==> config.mk <==
export PLATFORM = sky130hd
export DESIGN_NAME = load_store_unit
export DESIGN_NICKNAME = d
export VERILOG_FILES = /design/src/rtl/lsu_pkg.sv /design/src/rtl/lsu_extend.sv /design/src/rtl/load_store_unit.sv
export SDC_FILE = /design/constraint.sdc
export NUM_CORES = 1
export LEC_CHECK = 0
export BUFFER_PORTS_ARGS = -buffer_cell sky130_fd_sc_hd__buf_2
export CORE_MARGIN = 2
export CORE_UTILIZATION = 53
export DETAILED_ROUTE_END_ITERATION = 8
export PLACE_DENSITY = 0.91
export SLEW_MARGIN = 5
export SYNTH_ARGS = -nofsm -noshare
export SYNTH_HDL_FRONTEND = slang
export SYNTH_HIERARCHICAL = 1
export SYNTH_SLANG_ARGS = --single-unit
==> constraint.sdc <==
create_clock -name clk -period 2.8 [get_ports clk]
set_input_delay 0 -clock clk [delete_from_list [all_inputs] [get_ports clk]]
set_output_delay 0 -clock clk [all_outputs]
set_load 0.01 [all_outputs]
==> src/rtl/lsu_pkg.sv <==
// Shared definitions for the load/store unit: FSM states, addressing-mode
// encodings, the zero-extend control bit, and small decode helpers.
package lsu_pkg;

  typedef enum logic [1:0] {
    ST_IDLE = 2'd0,
    ST_XFER = 2'd1,
    ST_RESP = 2'd2
  } lsu_state_e;

  localparam logic [1:0] MODE_BYTE = 2'b00;
  localparam logic [1:0] MODE_HALF = 2'b01;
  localparam logic [1:0] MODE_WORD = 2'b10;
  localparam logic [1:0] MODE_ILL  = 2'b11;

  localparam int CTRL_ZEXT = 2;

  // Captured command fields that do not scale with DATA_WIDTH
  typedef struct packed {
    logic       we;
    logic [2:0] ctrl;
  } lsu_cmd_t;

  // Index of the final byte of an access (byte count minus one)
  function automatic logic [1:0] last_byte(input logic [1:0] mode);
    case (mode)
      MODE_BYTE: last_byte = 2'd0;
      MODE_HALF: last_byte = 2'd1;
      default:   last_byte = 2'd3;
    endcase
  endfunction

  // Natural-alignment check on the low address bits
  function automatic logic misaligned(input logic [1:0] mode, input logic [1:0] alo);
    case (mode)
      MODE_HALF: misaligned = alo[0];
      MODE_WORD: misaligned = (alo != 2'b00);
      default:   misaligned = 1'b0;
    endcase
  endfunction

endpackage

==> src/rtl/lsu_extend.sv <==
// Sign/zero extension of the assembled load result. Word results pass
// through untouched; the zero-extend bit only matters for byte and half.
module lsu_extend
  import lsu_pkg::*;
#(
  parameter int DATA_WIDTH = 32
) (
  input  logic [1:0]            mode,
  input  logic                  zext,
  input  logic [DATA_WIDTH-1:0] raw,
  output logic [DATA_WIDTH-1:0] ext
);

  // Replicate either zero or the top data bit of the access width
  always_comb begin
    ext = raw;
    case (mode)
      MODE_BYTE: ext = zext ? {{(DATA_WIDTH-8){1'b0}}, raw[7:0]}
                            : {{(DATA_WIDTH-8){raw[7]}}, raw[7:0]};
      MODE_HALF: ext = zext ? {{(DATA_WIDTH-16){1'b0}}, raw[15:0]}
                            : {{(DATA_WIDTH-16){raw[15]}}, raw[15:0]};
      default:   ext = raw;
    endcase
  end

endmodule

==> src/rtl/load_store_unit.sv <==
// Byte-serial load/store unit: one request at a time, moved through a
// byte-wide memory one byte per cycle, then a single-cycle response.
// Optional build macro LSU_MISALIGN_TRAP_EN: misaligned half/word requests
// are rejected with resp_err instead of being executed byte-serially.
module load_store_unit
  import lsu_pkg::*;
#(
  parameter int DATA_WIDTH = 32
) (
  input  logic                  clk,
  input  logic                  rst,
  input  logic                  req_valid,
  output logic                  req_ready,
  input  logic                  req_we,
  input  logic [2:0]            req_ctrl,
  input  logic [DATA_WIDTH-1:0] req_addr,
  input  logic [DATA_WIDTH-1:0] req_wdata,
  output logic                  resp_valid,
  output logic [DATA_WIDTH-1:0] resp_rdata,
  output logic                  resp_err,
  output logic [DATA_WIDTH-1:0] mem_addr,
  output logic                  mem_we,
  output logic [7:0]            mem_wdata,
  input  logic [7:0]            mem_rdata
);

  localparam logic [1:0] IDLE = ST_IDLE;
  localparam logic [1:0] XFER = ST_XFER;
  localparam logic [1:0] RESP = ST_RESP;

  logic [1:0]            state;
  lsu_cmd_t              cmd;
  logic [DATA_WIDTH-1:0] addr_q;
  logic [DATA_WIDTH-1:0] wdata_q;
  logic [DATA_WIDTH-1:0] result_q;
  logic [DATA_WIDTH-1:0] ext_data;
  logic [1:0]            cnt;
  logic                  err_q;
  logic                  trap;
  logic                  xfer;

`ifdef LSU_MISALIGN_TRAP_EN
  assign trap = (req_ctrl[1:0] == MODE_ILL) || misaligned(req_ctrl[1:0], req_addr[1:0]);
`else
  assign trap = (req_ctrl[1:0] == MODE_ILL);
`endif

  // Request capture, byte sequencing and load assembly
  always_ff @(posedge clk) begin
    if (rst) begin
      state    <= IDLE;
      cnt      <= 2'd0;
      result_q <= '0;
      cmd      <= '0;
      addr_q   <= '0;
      wdata_q  <= '0;
      err_q    <= 1'b0;
    end else begin
      case (state)
        IDLE: begin
          if (req_valid) begin
            cmd      <= '{we: req_we, ctrl: req_ctrl};
            addr_q   <= req_addr;
            wdata_q  <= req_wdata;
            cnt      <= 2'd0;
            result_q <= '0;
            err_q    <= trap;
            state    <= trap ? RESP : XFER;
          end
        end
        XFER: begin
          if (!cmd.we) result_q[{cnt, 3'b000} +: 8] <= mem_rdata;
          if (cnt == last_byte(cmd.ctrl[1:0])) state <= RESP;
          else                                 cnt   <= cnt + 2'd1;
        end
        RESP: begin
          state <= IDLE;
          cnt   <= 2'd0;
        end
        default: state <= IDLE;
      endcase
    end
  end

  assign xfer = (state == XFER);

  // Memory port is quiet outside XFER; a reset arriving mid-store masks the
  // write strobe so the byte in flight at that edge never lands.
  assign mem_addr  = xfer ? addr_q + DATA_WIDTH'(cnt) : '0;
  assign mem_we    = xfer & cmd.we & ~rst;
  assign mem_wdata = xfer ? wdata_q[{cnt, 3'b000} +: 8] : 8'h00;

  assign req_ready  = (state == IDLE);
  assign resp_valid = (state == RESP);
  assign resp_err   = resp_valid & err_q;
  assign resp_rdata = (resp_valid && !err_q && !cmd.we) ? ext_data : '0;

  lsu_extend #(.DATA_WIDTH(DATA_WIDTH)) u_ext (
    .mode (cmd.ctrl[1:0]),
    .zext (cmd.ctrl[CTRL_ZEXT]),
    .raw  (result_q),
    .ext  (ext_data)
  );

endmodule

# == Yosys cells after proc, flatten, opt, wreduce, memory -nomap -nowiden ==
# Index checks and enable logic that the tools add are counted.
# op_classes
add_sub_neg,3
mux,20
n_reduce_logical,12
shifts,3
bitwise_logic,4
eq_ne,9
# op_table
op,n
32-bit two-way mux,6
32-bit one-hot mux with 2 select lines,2
32-bit by 2-bit adder with 32-bit output,1
32-bit bitwise mux,1
"8-bit by 7-bit variable shift with 32-bit output, first input constant",1
32-bit by 6-bit variable part select with 8-bit output,1
8-bit by 7-bit variable part select with 32-bit output,1
2-bit two-way mux,7
8-bit two-way mux,1
2-bit one-hot mux with 2 select lines,2
5-bit negation with 7-bit output,1
"2-bit != test, second input constant",3
2-bit one-hot mux with 3 select lines,1
3-bit AND reduction,2
"2-bit by 1-bit equality test with 1-bit output, second input constant",2
"2-bit equality test, second input constant",2
2-bit zero test,2
2-bit AND reduction,2
1-bit AND,3
3-bit nonzero test,1
"2-bit by 1-bit adder with 2-bit output, second input constant",1
2-bit equality test,1
1-bit logical AND,2
1-bit zero test,2
other kinds (3),3
# totals
output_inout_bits,76
word_cells,59
in_bits,79
regBits,105

# == Depth between registers and ports, before layout ==
# Gate-level depths: netlist (run 1).
# logic_depth
depth_word,7
mapped_depth,8
depth_no_buf,6

# == Hierarchy ==
# The synthesis (run 1) kept the hierarchy.
# modules_own_cells
mod,seq_area_each_um2,cells_each,area_per_inst_um2,n_inst
load_store_unit,2102.0,666,5177.5,1
lsu_extend,0.0,67,355.3,1

# == Worst setup path before layout (run 1) ==
# No wires, ideal clock.
# synth_timing
kind,flip-flop to flip-flop
start,register cnt[0]
end,register result_q[0]
setup_ns,0.070
t_arrival_ns,2.423
synth_period_minus_slack_ns,2.494
path_stages_with_launch,8
path_slack_ns,0.306
cell_sequence,dfxtp_1 > clkbuf_1 > buf_2 > inv_1 > ha_1 > nor4b_1 > nand3_1 > a21oi_1
# synth_via
elab_chain_cells,5
word_cells_on_any_way,6
# synth_rtl
element,line,rtl
start: declaration,load_store_unit.sv:37,logic [1:0] cnt;
start signal: assignment,load_store_unit.sv:74,else cnt <= cnt + 2'd1;
5-bit negation with 7-bit output *,load_store_unit.sv:72,"if (!cmd.we) result_q[{cnt, 3'b000} +: 8] <= mem_rdata;"
8-bit by 7-bit variable part select with 32-bit output or 8-bit by 7-bit variable shift with 32-bit output (tied branches),load_store_unit.sv:72,
32-bit bitwise mux *,load_store_unit.sv:72,
32-bit two-way mux *,load_store_unit.sv:72,
32-bit one-hot mux with 2 select lines *,load_store_unit.sv:59,case (state)
end signal: indexed assignment,load_store_unit.sv:72,
end: declaration,load_store_unit.sv:35,logic [DATA_WIDTH-1:0] result_q;
# Every way passes the cells marked *; elsewhere a longest branch is shown, timed or not. The select of a mux whose other input is x is not followed.
# A chain may end at the register's enable or synchronous reset.

# == Worst setup path in the final report (run 1) ==
# layout_timing
start,register addr_q[0]
end,output mem_addr[24]
# layout_via
elab_chain_cells,2
# layout_rtl
element,line,rtl
start: declaration,load_store_unit.sv:33,logic [DATA_WIDTH-1:0] addr_q;
start signal: assignment,load_store_unit.sv:63,addr_q <= req_addr;
32-bit by 2-bit adder with 32-bit output,load_store_unit.sv:89,assign mem_addr = xfer ? addr_q + DATA_WIDTH'(cnt) : '0;
32-bit two-way mux,load_store_unit.sv:89,
end: declaration,load_store_unit.sv:21,"output logic [DATA_WIDTH-1:0] mem_addr,"
# Every way passes these cells.

==> impl_metrics.py, run 1 <==
metrics = {
    "sta": {
        "finalHoldViolCount": 0,
        "maxSlewHeadroom": 0.278,
        "max_freq_mhz": 376,
        "finalCritPeriodShare": 0.949,
        "maxSlewViolCount": 0,
        "skew_ns": 0.0145,
        "finalSetupTns_ns": 0,
        "rsz0062_at_grt": "false",
        "fin_hold_ws_ns": 0.0380,
        "setup_viol": 0,
        "post-route-min-period_ns": 2.66,
        "tightest_slew_ns": 1.08,
    },
    "critical_path": {
        "worstPathRequired_ns": 2.80,
        "path_max_fanout": 13,
        "path_depth": 7,
        "worstPathCellList": "ha_1, fa_1, nand4_1, or3_4, or4_1, a21oi_1, buf_2",
        "end_kind": "output pin",
        "crit_family": "simple AND/OR/NAND/NOR gates",
        "cpMaxStageDelayCell": "or4_1",
        "r2r_start": "cnt[0]$_SDFFE_PP0P_",
        "path_buf_inv": 1,
        "ff2ff_path_depth": 8,
        "r2r_slack_ns": 0.69,
        "r2r-end": "result_q[27]$_SDFFE_PP0P_",
        "crit_type": "reg -> out",
        "crit_arrival_ns": 2.66,
        "start_kind": "flop",
        "slowest_delay_ns": 0.49,
    },
    "synth": {
        "ys_seq_area_frac": 0.380,
        "synth.distinct_cells": 50,
        "synth-seq-cells": 105,
        "yosys_warnings": 6,
        "synth_edf_count": 0,
        "syn_area_sq_um": 5530,
        "async_reset_ff_frac": 0,
        "synth_fp_nets": 819,
        "syn_avg_cell_area_sq_um": 7.55,
        "synthCells": 733,
        "synthFlopType": "dfxtp_1",
    },
    "power": {
        "switching_share": 0.273,
        "intPower_mw": 2.37,
        "clkPwrFrac": 0.327,
        "vdd_drop_max_mv": 0.399,
        "p_sw_mw": 0.890,
        "p_seq_frac": 0.505,
        "power.density_nw_per_um2": 444,
        "power.total_mw": 3.26,
        "leakagePower_nw": 3.03,
        "combPwrFrac": 0.168,
    },
    "clock_network": {
        "clk_pin_slew_ns": 0.09,
        "htree_levels": 3,
        "clk_latency_ns": 0.37,
        "max-clock-path-buffers": 2,
        "numCtsBuffers": 9,
        "cts.sinks": 105,
        "cts_tree": "done",
        "cts-root-buf": "clkbuf_8",
    },
    "floorplanning": {
        "dieArea_sq_um": 11300,
        "die_y_microns": 106,
        "io_pins": 155,
        "coreArea_sq_um": 10200,
        "die_width_microns": 106,
        "start_util": 0.541,
        "std_cell_rows": 37,
    },
    "finish": {
        "layout.nets": 1016,
        "fill_cells": 757,
        "finalCoreUtilization": 0.718,
        "fin_area_sq_um": 7350,
        "n_antenna_cell": 0,
        "area_delta_synth_final_pct": 32.8,
        "drive_above_1_share": 0.220,
    },
    "run": {
        "cap_viol_max_count": 0,
    },
    "route": {
        "avgRoutedWirePerCell_microns": 15.3,
        "detail_route.vias_per_cell": 5.62,
        "ant_nets": 0,
        "finalWirelength_microns": 16400,
        "drc": 0,
        "first_pass_iters": 5,
        "drt_iter0_drc": 383,
        "num_vias": 6016,
    },
    "status": {
        "status": "completed",
    },
    "global_route": {
        "grt_overflow": 0,
        "grt_pass1_wl_microns": 26800,
        "antenna_found_initial": 0,
        "grt_max_degree": 107,
        "grt_usage": 0.295,
        "grt_pass1_vias": 5675,
    },
    "placed_design": {
        "hpwl_microns": 9460,
        "gp_congestion": 0.894,
        "portBuffers": 154,
        "placed_area_sq_um": 6330,
    },
    "hold_path": {
        "hp-start": "req_valid",
        "min_path_type": "in -> reg",
        "whs_endpoint": "state[1]$_SDFFE_PP0P_",
        "hold_path_depth": 3,
    },
}
## synthesized netlist by cell type (all sizes together) (5+ instances only)
library cell    n  area share
and2           44       0.050
nor3            5      0.0045
nand2b         19       0.021
a21oi         106       0.096
nor2           31       0.021
xnor2           8       0.013
inv             6      0.0041
o21ai          31       0.028
o31ai          10       0.014
or4            11       0.015
a22oi          16       0.022
buf            16       0.020
clkbuf         46       0.031
nand4           8       0.012
mux4            8       0.033
or3             7      0.0079
nor4            5      0.0057
ha              6       0.014
dfxtp         105        0.38
nand2         178        0.12
nand3          29       0.026
## layer usage
layer / share of wire / vias up / global-route usage / routed length (microns)
li1: - / 2908 / - / -
met1: 0.39 / 2744 / 0.342 / 6390
met2: 0.50 / 294 / 0.518 / 8190
met3: 0.061 / 70 / 0.0478 / 1010
met4: 0.049 / 0 / 0.161 / 809
met5: 0 / - / 0 / 0
## repair_timing
item / 4_1_cts / 5_1_grt
endpoints found under the setup margin: 0 / 12
setup buffers: 0 / 3
hold buffers: 76 / 0
gates resized for setup: 0 / 2
endpoints found under the hold margin: 103 / 0
## per-stage QoR
stage	std cells	setup WS, ns
after floorplan	733	0.306
after global placement	976	0.507
after detailed placement	976	0.420
after CTS	1068	0.00713
after global routing	1071	0.0445
final	1071	0.142
## cell type report
class | instances | area (sq um) | share of cell area
clock buffer | 12 | 155 | 0.0211
clock inverter | 4 | 73.8 | 0.0100
inverter | 6 | 22.5 | 0.00306
multi-input combinational | 560 | 3140 | 0.428
sequential | 105 | 2100 | 0.286
tap | 136 | 170 | 0.0232
timing repair buffer | 248 | 1680 | 0.229
## tightest hold or removal path: cells and delay by family
| family | cells | cell delay, ns |
|---|---|---|
| AO/OA/AOI/OAI | 1 | 0.16 |
| buffers and inverters | 1 | 0.13 |
| AND/OR/NAND/NOR | 1 | 0.06 |
## cells by family (layout without fill, tap and decap cells)
family / Yosys count / count (layout) / synth area share
adder cells (fa/ha/maj): 7 / 7 / 0.0172
AND/OR/NAND/NOR: 356 / 356 / 0.312
multiplexers: 9 / 9 / 0.0351
flip-flops: 105 / 105 / 0.380
AO/OA/AOI/OAI: 176 / 176 / 0.181
buffers and inverters: 68 / 270 / 0.0559
XOR/XNOR: 12 / 12 / 0.0190
## how the worst max path moves through the flow
stage / start / to / slack, ns
5_1_grt: addr_q[0]$_SDFFE_PP0P_ / mem_addr[20] / 0.04
3_3_place_gp: addr_q[0]$_SDFFE_PP0P_ / mem_addr[20] / 0.51
2_1_floorplan: cnt[0]$_SDFFE_PP0P_ / result_q[0]$_SDFFE_PP0P_ / 0.31
6_report: addr_q[0]$_SDFFE_PP0P_ / mem_addr[24] / 0.14
3_5_place_dp: addr_q[0]$_SDFFE_PP0P_ / mem_addr[20] / 0.42
4_1_cts: addr_q[0]$_SDFFE_PP0P_ / mem_addr[20] / 0.007
## registers in the layout (all words and copies together) (netlist names)
signal / cells
result_q: 32
state: 2
cnt: 2
err_q: 1
wdata_q: 32
cmd: 4
addr_q: 32
## power groups by stage
| stage | Combinational (mW) | Sequential (mW) | Clock, mW |
|---|---|---|---|
| 2_1_floorplan | 0.310 | 1.65 | 0 |
| 3_3_place_gp | 0.439 | 1.67 | 0 |
| 3_5_place_dp | 0.447 | 1.68 | 0 |
| 4_1_cts | 0.530 | 1.64 | 1.07 |
| 5_1_grt | 0.606 | 1.66 | 1.15 |
| 6_report | 0.549 | 1.65 | 1.07 |
## layout by cell type, fill, tap and decap left out, types with 6 or more instances in the layout
| cell | netlist | layout |
|---|---|---|
| clkbuf_8 | 0 | 11 |
| nand2b_1 | 19 | 19 |
| buf_2 | 3 | 153 |
| or3_1 | 7 | 6 |
| o21ai_0 | 31 | 31 |
| and2_1 | 44 | 44 |
| xnor2_1 | 8 | 8 |
| o31ai_1 | 10 | 10 |
| nand4_1 | 7 | 7 |
| dfxtp_1 | 105 | 105 |
| nor2_1 | 31 | 30 |
| or4_1 | 11 | 10 |
| mux4_2 | 8 | 8 |
| a22oi_1 | 16 | 16 |
| dlygate4sd3_1 | 0 | 76 |
| ha_1 | 6 | 6 |
| nand3_1 | 29 | 29 |
| buf_4 | 9 | 18 |
| nand2_1 | 178 | 178 |
| a21oi_1 | 106 | 106 |
| inv_1 | 6 | 6 |
Power figures use the tool's default switching activity.
==> run 2: changes to the inputs <==
==> constraint.sdc (replaced) <==
create_clock -name clk -period 2.45 [get_ports clk]
set_input_delay 0 -clock clk [delete_from_list [all_inputs] [get_ports clk]]
set_output_delay 0 -clock clk [all_outputs]
set_load 0.01 [all_outputs]
==> run 2 against run 1 <==
  * The run now ends with negative setup slack left
  * First-iteration DRC count up 63%
  * Flip-flop and latch count stayed put
  * Sequential power is 15% higher
  * Routed wire length up 13%
  * Die area stayed put
  * Total power up 11%
  * Critical endpoint unchanged
  * Core utilization is 2.4 points higher
  * Critical path depth increased by 2
  * Worst setup slack lost 0.28 ns
  * Non-clock buffer count increased by 18
  * Cell count increased by 1.7%
==> impl_metrics.py, run 2 (synthesis gave the netlist of run 1 again) <==
metrics = {
    "critical_path": {
        "r2r_start": "cnt[0]$_SDFFE_PP0P_",
        "crit_family": "compound AO/OA/AOI/OAI gates",
        "start_kind": "flop",
        "r2r_slack_ns": 0.31,
        "crit_type": "reg -> out",
        "cpMaxStageDelayCell": "o31ai_1",
        "path_buf_inv": 3,
        "crit_arrival_ns": 2.59,
        "worstPathRequired_ns": 2.45,
        "slowest_delay_ns": 0.43,
        "crit_start": "addr_q[0]$_SDFFE_PP0P_",
        "worstPathCellList": "ha_4, fa_2, nand4_1, or3_4, buf_6, buf_4, o31ai_1, a21oi_4, buf_2",
        "path_max_fanout": 4,
        "end_kind": "output pin",
    },
    "power": {
        "leakagePower_nw": 3.12,
        "intPower_mw": 2.48,
        "p_sw_mw": 1.13,
        "power.total_mw": 3.61,
        "p_seq_frac": 0.525,
        "combPwrFrac": 0.178,
        "switching_share": 0.313,
        "power.density_nw_per_um2": 476,
        "vdd_drop_max_mv": 0.333,
        "clkPwrFrac": 0.297,
    },
    "clock_network": {
        "htree_levels": 3,
        "cts_tree": "done",
        "clk_pin_slew_ns": 0.12,
        "clk_latency_ns": 0.37,
        "cts.sinks": 105,
        "max-clock-path-buffers": 2,
        "numCtsBuffers": 9,
        "cts-root-buf": "clkbuf_8",
    },
    "global_route": {
        "grt_usage": 0.314,
        "grt_overflow": 0,
        "antenna_found_initial": 0,
        "grt_pass1_wl_microns": 28500,
        "grt_pass1_vias": 5862,
        "grt_max_degree": 71,
    },
    "floorplanning": {
        "die_width_microns": 106,
        "std_cell_rows": 37,
        "dieArea_sq_um": 11300,
        "io_pins": 155,
        "coreArea_sq_um": 10200,
        "die_y_microns": 106,
        "start_util": 0.541,
    },
    "sta": {
        "rsz0062_at_grt": "true",
        "maxSlewHeadroom": 0.488,
        "tightest_slew_ns": 0.767,
        "finalSetupTns_ns": -0.527,
        "post-route-min-period_ns": 2.59,
        "finalHoldViolCount": 0,
        "setup_viol": 10,
        "setup_ws_ns": -0.136,
        "maxSlewViolCount": 0,
        "max_freq_mhz": 387,
        "finalCritPeriodShare": 1.06,
        "fin_hold_ws_ns": 0.179,
        "skew_ns": 0.0110,
    },
    "finish": {
        "fin_area_sq_um": 7590,
        "fill_cells": 706,
        "layout.nets": 1034,
        "stdcell_count": 1089,
        "final_common_cell": "nand2_1",
        "drive_above_1_share": 0.263,
        "area_delta_synth_final_pct": 37.2,
        "register_area_sq_um": 2130,
        "layout_common_cells": "nand2_1 (177), buf_2 (154), a21oi_1 (102), dfxtp_1 (93), dlygate4sd3_1 (77)",
        "reg_top3": "addr_q x32, result_q x32, wdata_q x32",
        "n_antenna_cell": 0,
        "finalCoreUtilization": 0.742,
        "multi_input_area_sq_um": 3230,
    },
    "route": {
        "drc": 0,
        "first_pass_iters": 5,
        "ant_nets": 0,
        "drt_iter0_drc": 626,
        "num_vias": 6457,
        "detail_route.vias_per_cell": 5.93,
        "finalWirelength_microns": 18500,
        "avgRoutedWirePerCell_microns": 17.0,
    },
    "placed_design": {
        "portBuffers": 154,
        "gp_congestion": 0.878,
        "placed_cells": 980,
        "placed_area_sq_um": 6360,
        "place_ws_ns": 0.180,
        "hpwl_microns": 9660,
    },
    "run": {
        "cap_viol_max_count": 0,
    },
    "hold_path": {
        "min_path_type": "in -> reg",
        "hp-start": "rst",
    },
    "status": {
        "status": "finished with violations",
        "failed_checks": "negative setup slack",
    },
}
==> run 2: changes by cell type in the layout (fill, tap and decap cells not counted), sizes merged <==
| cell | change |
|---|---|
| clkbuf | -3 |
| clkinv | +2 |
| dlygate4sd3 | +1 |
| buf | +17 |
| inv | +3 |
| bufinv | -2 |
==> run 2: routing by layer <==
layer	routed length, microns	track usage	vias up
met5	0	0	-
met4	980	0.153	0
met3	1560	0.0509	110
met2	8940	0.532	427
met1	6990	0.389	2974
li1	-	-	2946
==> run 2: worst paths after layout <==
kind                                             endpoint  cells after the start
worst max-delay path                         mem_addr[24]                      9
worst min-delay path               addr_q[9]$_SDFFE_PP0P_                      2
worst max register to register  result_q[27]$_SDFFE_PP0P_                      8
worst min register to register   wdata_q[19]$_SDFFE_PP0P_                      2
==> run 2: final cells by class <==
class / count / share of cell area
multi-input cells: 560 / 0.426
flip-flops and latches: 105 / 0.281
repair buffers: 266 / 0.242
well taps: 136 / 0.0224
clock buffers: 9 / 0.0163
clock inverters: 7 / 0.00907
inverters: 6 / 0.00297
==> run 2: repair_timing <==
action | 4_1_cts | 5_1_grt
hold endpoints to repair | 103 | 0
endpoints found under the setup margin | 11 | 19
hold buffers | 77 | 0
pin swaps | 10 | 7
gates resized for setup | 13 | 28
buffers inserted | 7 | 8
gates cloned | 0 | 1
==> run 2: power groups by stage <==
stage | Combinational (mW) | Sequential [mW] | Clock, mW
after global placement | 0.496 | 1.92 | 0
after floorplan | 0.355 | 1.89 | 0
after detailed placement | 0.508 | 1.92 | 0
after CTS | 0.603 | 1.89 | 1.08
final | 0.643 | 1.90 | 1.07
after global routing | 0.697 | 1.91 | 1.16
==> run 3: changes to the inputs <==
--- a/config.mk
+++ b/config.mk
@@ -6,10 +6,13 @@
 export NUM_CORES = 1
 export LEC_CHECK = 0
 export BUFFER_PORTS_ARGS = -buffer_cell sky130_fd_sc_hd__buf_2
+export CELL_PAD_IN_SITES_DETAIL_PLACEMENT = 1
+export CELL_PAD_IN_SITES_GLOBAL_PLACEMENT = 2
+export CORE_ASPECT_RATIO = 0.7
 export CORE_MARGIN = 2
-export CORE_UTILIZATION = 53
+export CORE_UTILIZATION = 29
 export DETAILED_ROUTE_END_ITERATION = 8
-export PLACE_DENSITY = 0.91
+export PLACE_DENSITY = 0.9
 export SLEW_MARGIN = 5
 export SYNTH_ARGS = -nofsm -noshare
 export SYNTH_HDL_FRONTEND = slang
==> run 3 against run 2 <==
  * The flow still finishes with violations (negative setup slack)
  * Clock skew decreased by 0.0011 ns
  * Largest cell class unchanged
  * Maximum frequency rose by 5.5%
  * Core utilization down 33 points
  * Non-clock buffer count is 5 lower
  * Highest routed layer unchanged
==> impl_metrics.py, run 3 (synthesis gave the netlist of run 1 again) <==
metrics = {
    "route": {
        "ant_nets": 0,
        "avgRoutedWirePerCell_microns": 16.4,
        "drt_iter0_drc": 299,
        "num_vias": 5951,
        "finalWirelength_microns": 19500,
        "detail_route.vias_per_cell": 5.00,
        "first_pass_iters": 4,
        "drc": 0,
    },
    "power": {
        "leakagePower_nw": 3.13,
        "power.density_nw_per_um2": 516,
        "vdd_drop_max_mv": 0.257,
        "power.total_mw": 4.01,
    },
    "run": {
        "cap_viol_max_count": 0,
    },
    "sta": {
        "max_freq_mhz": 408,
        "finalHoldViolCount": 0,
        "skew_ns": 0.00985,
        "maxSlewViolCount": 0,
        "setup_ws_ns": -0.00168,
        "tightest_slew_ns": 0.802,
        "post-route-min-period_ns": 2.45,
        "setup_viol": 1,
        "finalCritPeriodShare": 1.00,
        "maxSlewHeadroom": 0.465,
        "rsz0062_at_grt": "true",
    },
    "clock_network": {
        "cts-root-buf": "clkbuf_16",
        "cts_tree": "done",
        "cts.sinks": 105,
        "max-clock-path-buffers": 2,
        "clk_latency_ns": 0.35,
        "htree_levels": 3,
        "numCtsBuffers": 9,
        "clk_pin_slew_ns": 0.07,
    },
    "floorplanning": {
        "coreArea_sq_um": 18800,
        "die_width_microns": 169,
        "io_pins": 155,
        "dieArea_sq_um": 20200,
        "die_y_microns": 120,
        "start_util": 0.294,
        "std_cell_rows": 42,
    },
    "global_route": {
        "grt_pass1_vias": 5912,
        "grt_pass1_wl_microns": 31400,
        "grt_max_degree": 71,
        "grt_overflow": 0,
        "antenna_found_initial": 1,
        "grt_usage": 0.196,
    },
    "critical_path": {
        "end_kind": "output pin",
        "worstPathRequired_ns": 2.45,
        "r2r_slack_ns": 0.21,
        "path_max_fanout": 5,
        "r2r_start": "cnt[0]$_SDFFE_PP0P_",
        "start_kind": "flop",
        "crit_type": "reg -> out",
        "crit_start": "addr_q[1]$_SDFFE_PP0P_",
        "crit_arrival_ns": 2.45,
    },
    "finish": {
        "register_area_sq_um": 2110,
        "stdcell_count": 1190,
        "multi_input_area_sq_um": 3250,
        "fin_area_sq_um": 7770,
        "layout_common_cells": "nand2_1 (177), buf_2 (155), a21oi_1 (101), dfxtp_1 (95), dlygate4sd3_1 (76)",
        "area_delta_synth_final_pct": 40.5,
        "fill_cells": 2293,
        "reg_top3": "addr_q x32, result_q x32, wdata_q x32",
        "drive_above_1_share": 0.262,
        "final_common_cell": "nand2_1",
        "finalCoreUtilization": 0.413,
        "layout.nets": 1029,
    },
    "status": {
        "failed_checks": "negative setup slack",
        "status": "finished with violations",
    },
    "hold_path": {
        "min_path_type": "in -> reg",
        "hp-start": "req_valid",
    },
    "placed_design": {
        "gp_congestion": 0.778,
        "placed_cells": 1091,
        "place_ws_ns": 0.223,
        "hpwl_microns": 13100,
        "placed_area_sq_um": 6550,
        "portBuffers": 154,
    },
}
[run 3: repair_timing]
item | CTS | global route
cloned | 2 | 0
setup buffers | 5 | 0
hold buffers | 76 | 0
hold endpoints to repair | 99 | 0
pin swaps | 11 | 8
resized for setup | 26 | 10
endpoints found under the setup margin | 15 | 25
[run 3: critical path: stages (launching register included)]
cell and delay (ns):
dfxtp_2 0.34, ha_4 0.26, a21oi_2 0.05, or4_4 0.51
buf_6 0.16, or4_4 0.48, a21oi_2 0.15, buf_2 0.15
[run 3: area by class of cell]
cell class | instances | share of cell area
inverter | 6 | 0.00290
sequential | 105 | 0.272
tap | 242 | 0.0390
antenna | 1 | 0.000322
clock inverter | 4 | 0.00676
multi-input combinational | 560 | 0.418
timing repair buffer | 261 | 0.231
clock buffer | 11 | 0.0299
[run 3: final timing paths]
check,cells after the start,end
min,3,state[1]$_SDFFE_PP0P_
max reg2reg,8,result_q[24]$_SDFFE_PP0P_
max,7,mem_addr[31]
min reg2reg,2,wdata_q[15]$_SDFFE_PP0P_
[run 3: layer usage]
| metal | up-vias | GRT usage | share of wire |
|---|---|---|---|
| met2 | 159 | 0.315 | 0.46 |
| met4 | 0 | 0.0475 | 0.015 |
| li1 | 2939 | - | - |
| met3 | 25 | 0.0416 | 0.048 |
| met5 | - | 0 | 0 |
| met1 | 2828 | 0.269 | 0.48 |
[run 3: stage by stage]
stage | TNS, ns | hold slack (ns)
2_1_floorplan | 0 | 0.136
3_3_place_gp | 0 | 0.246
3_5_place_dp | 0 | 0.249
4_1_cts | -0.0143 | 0.0233
5_1_grt | -0.552 | 0.0552
6_report | -0.00168 | 0.0437
[run 3: where the power goes]
group | leakage (nW) | switching (mW) | internal [mW]
sequential | 0.861 | 0.0954 | 1.79
clock | 0.140 | 0.668 | 0.793
combinational | 2.13 | 0.362 | 0.295
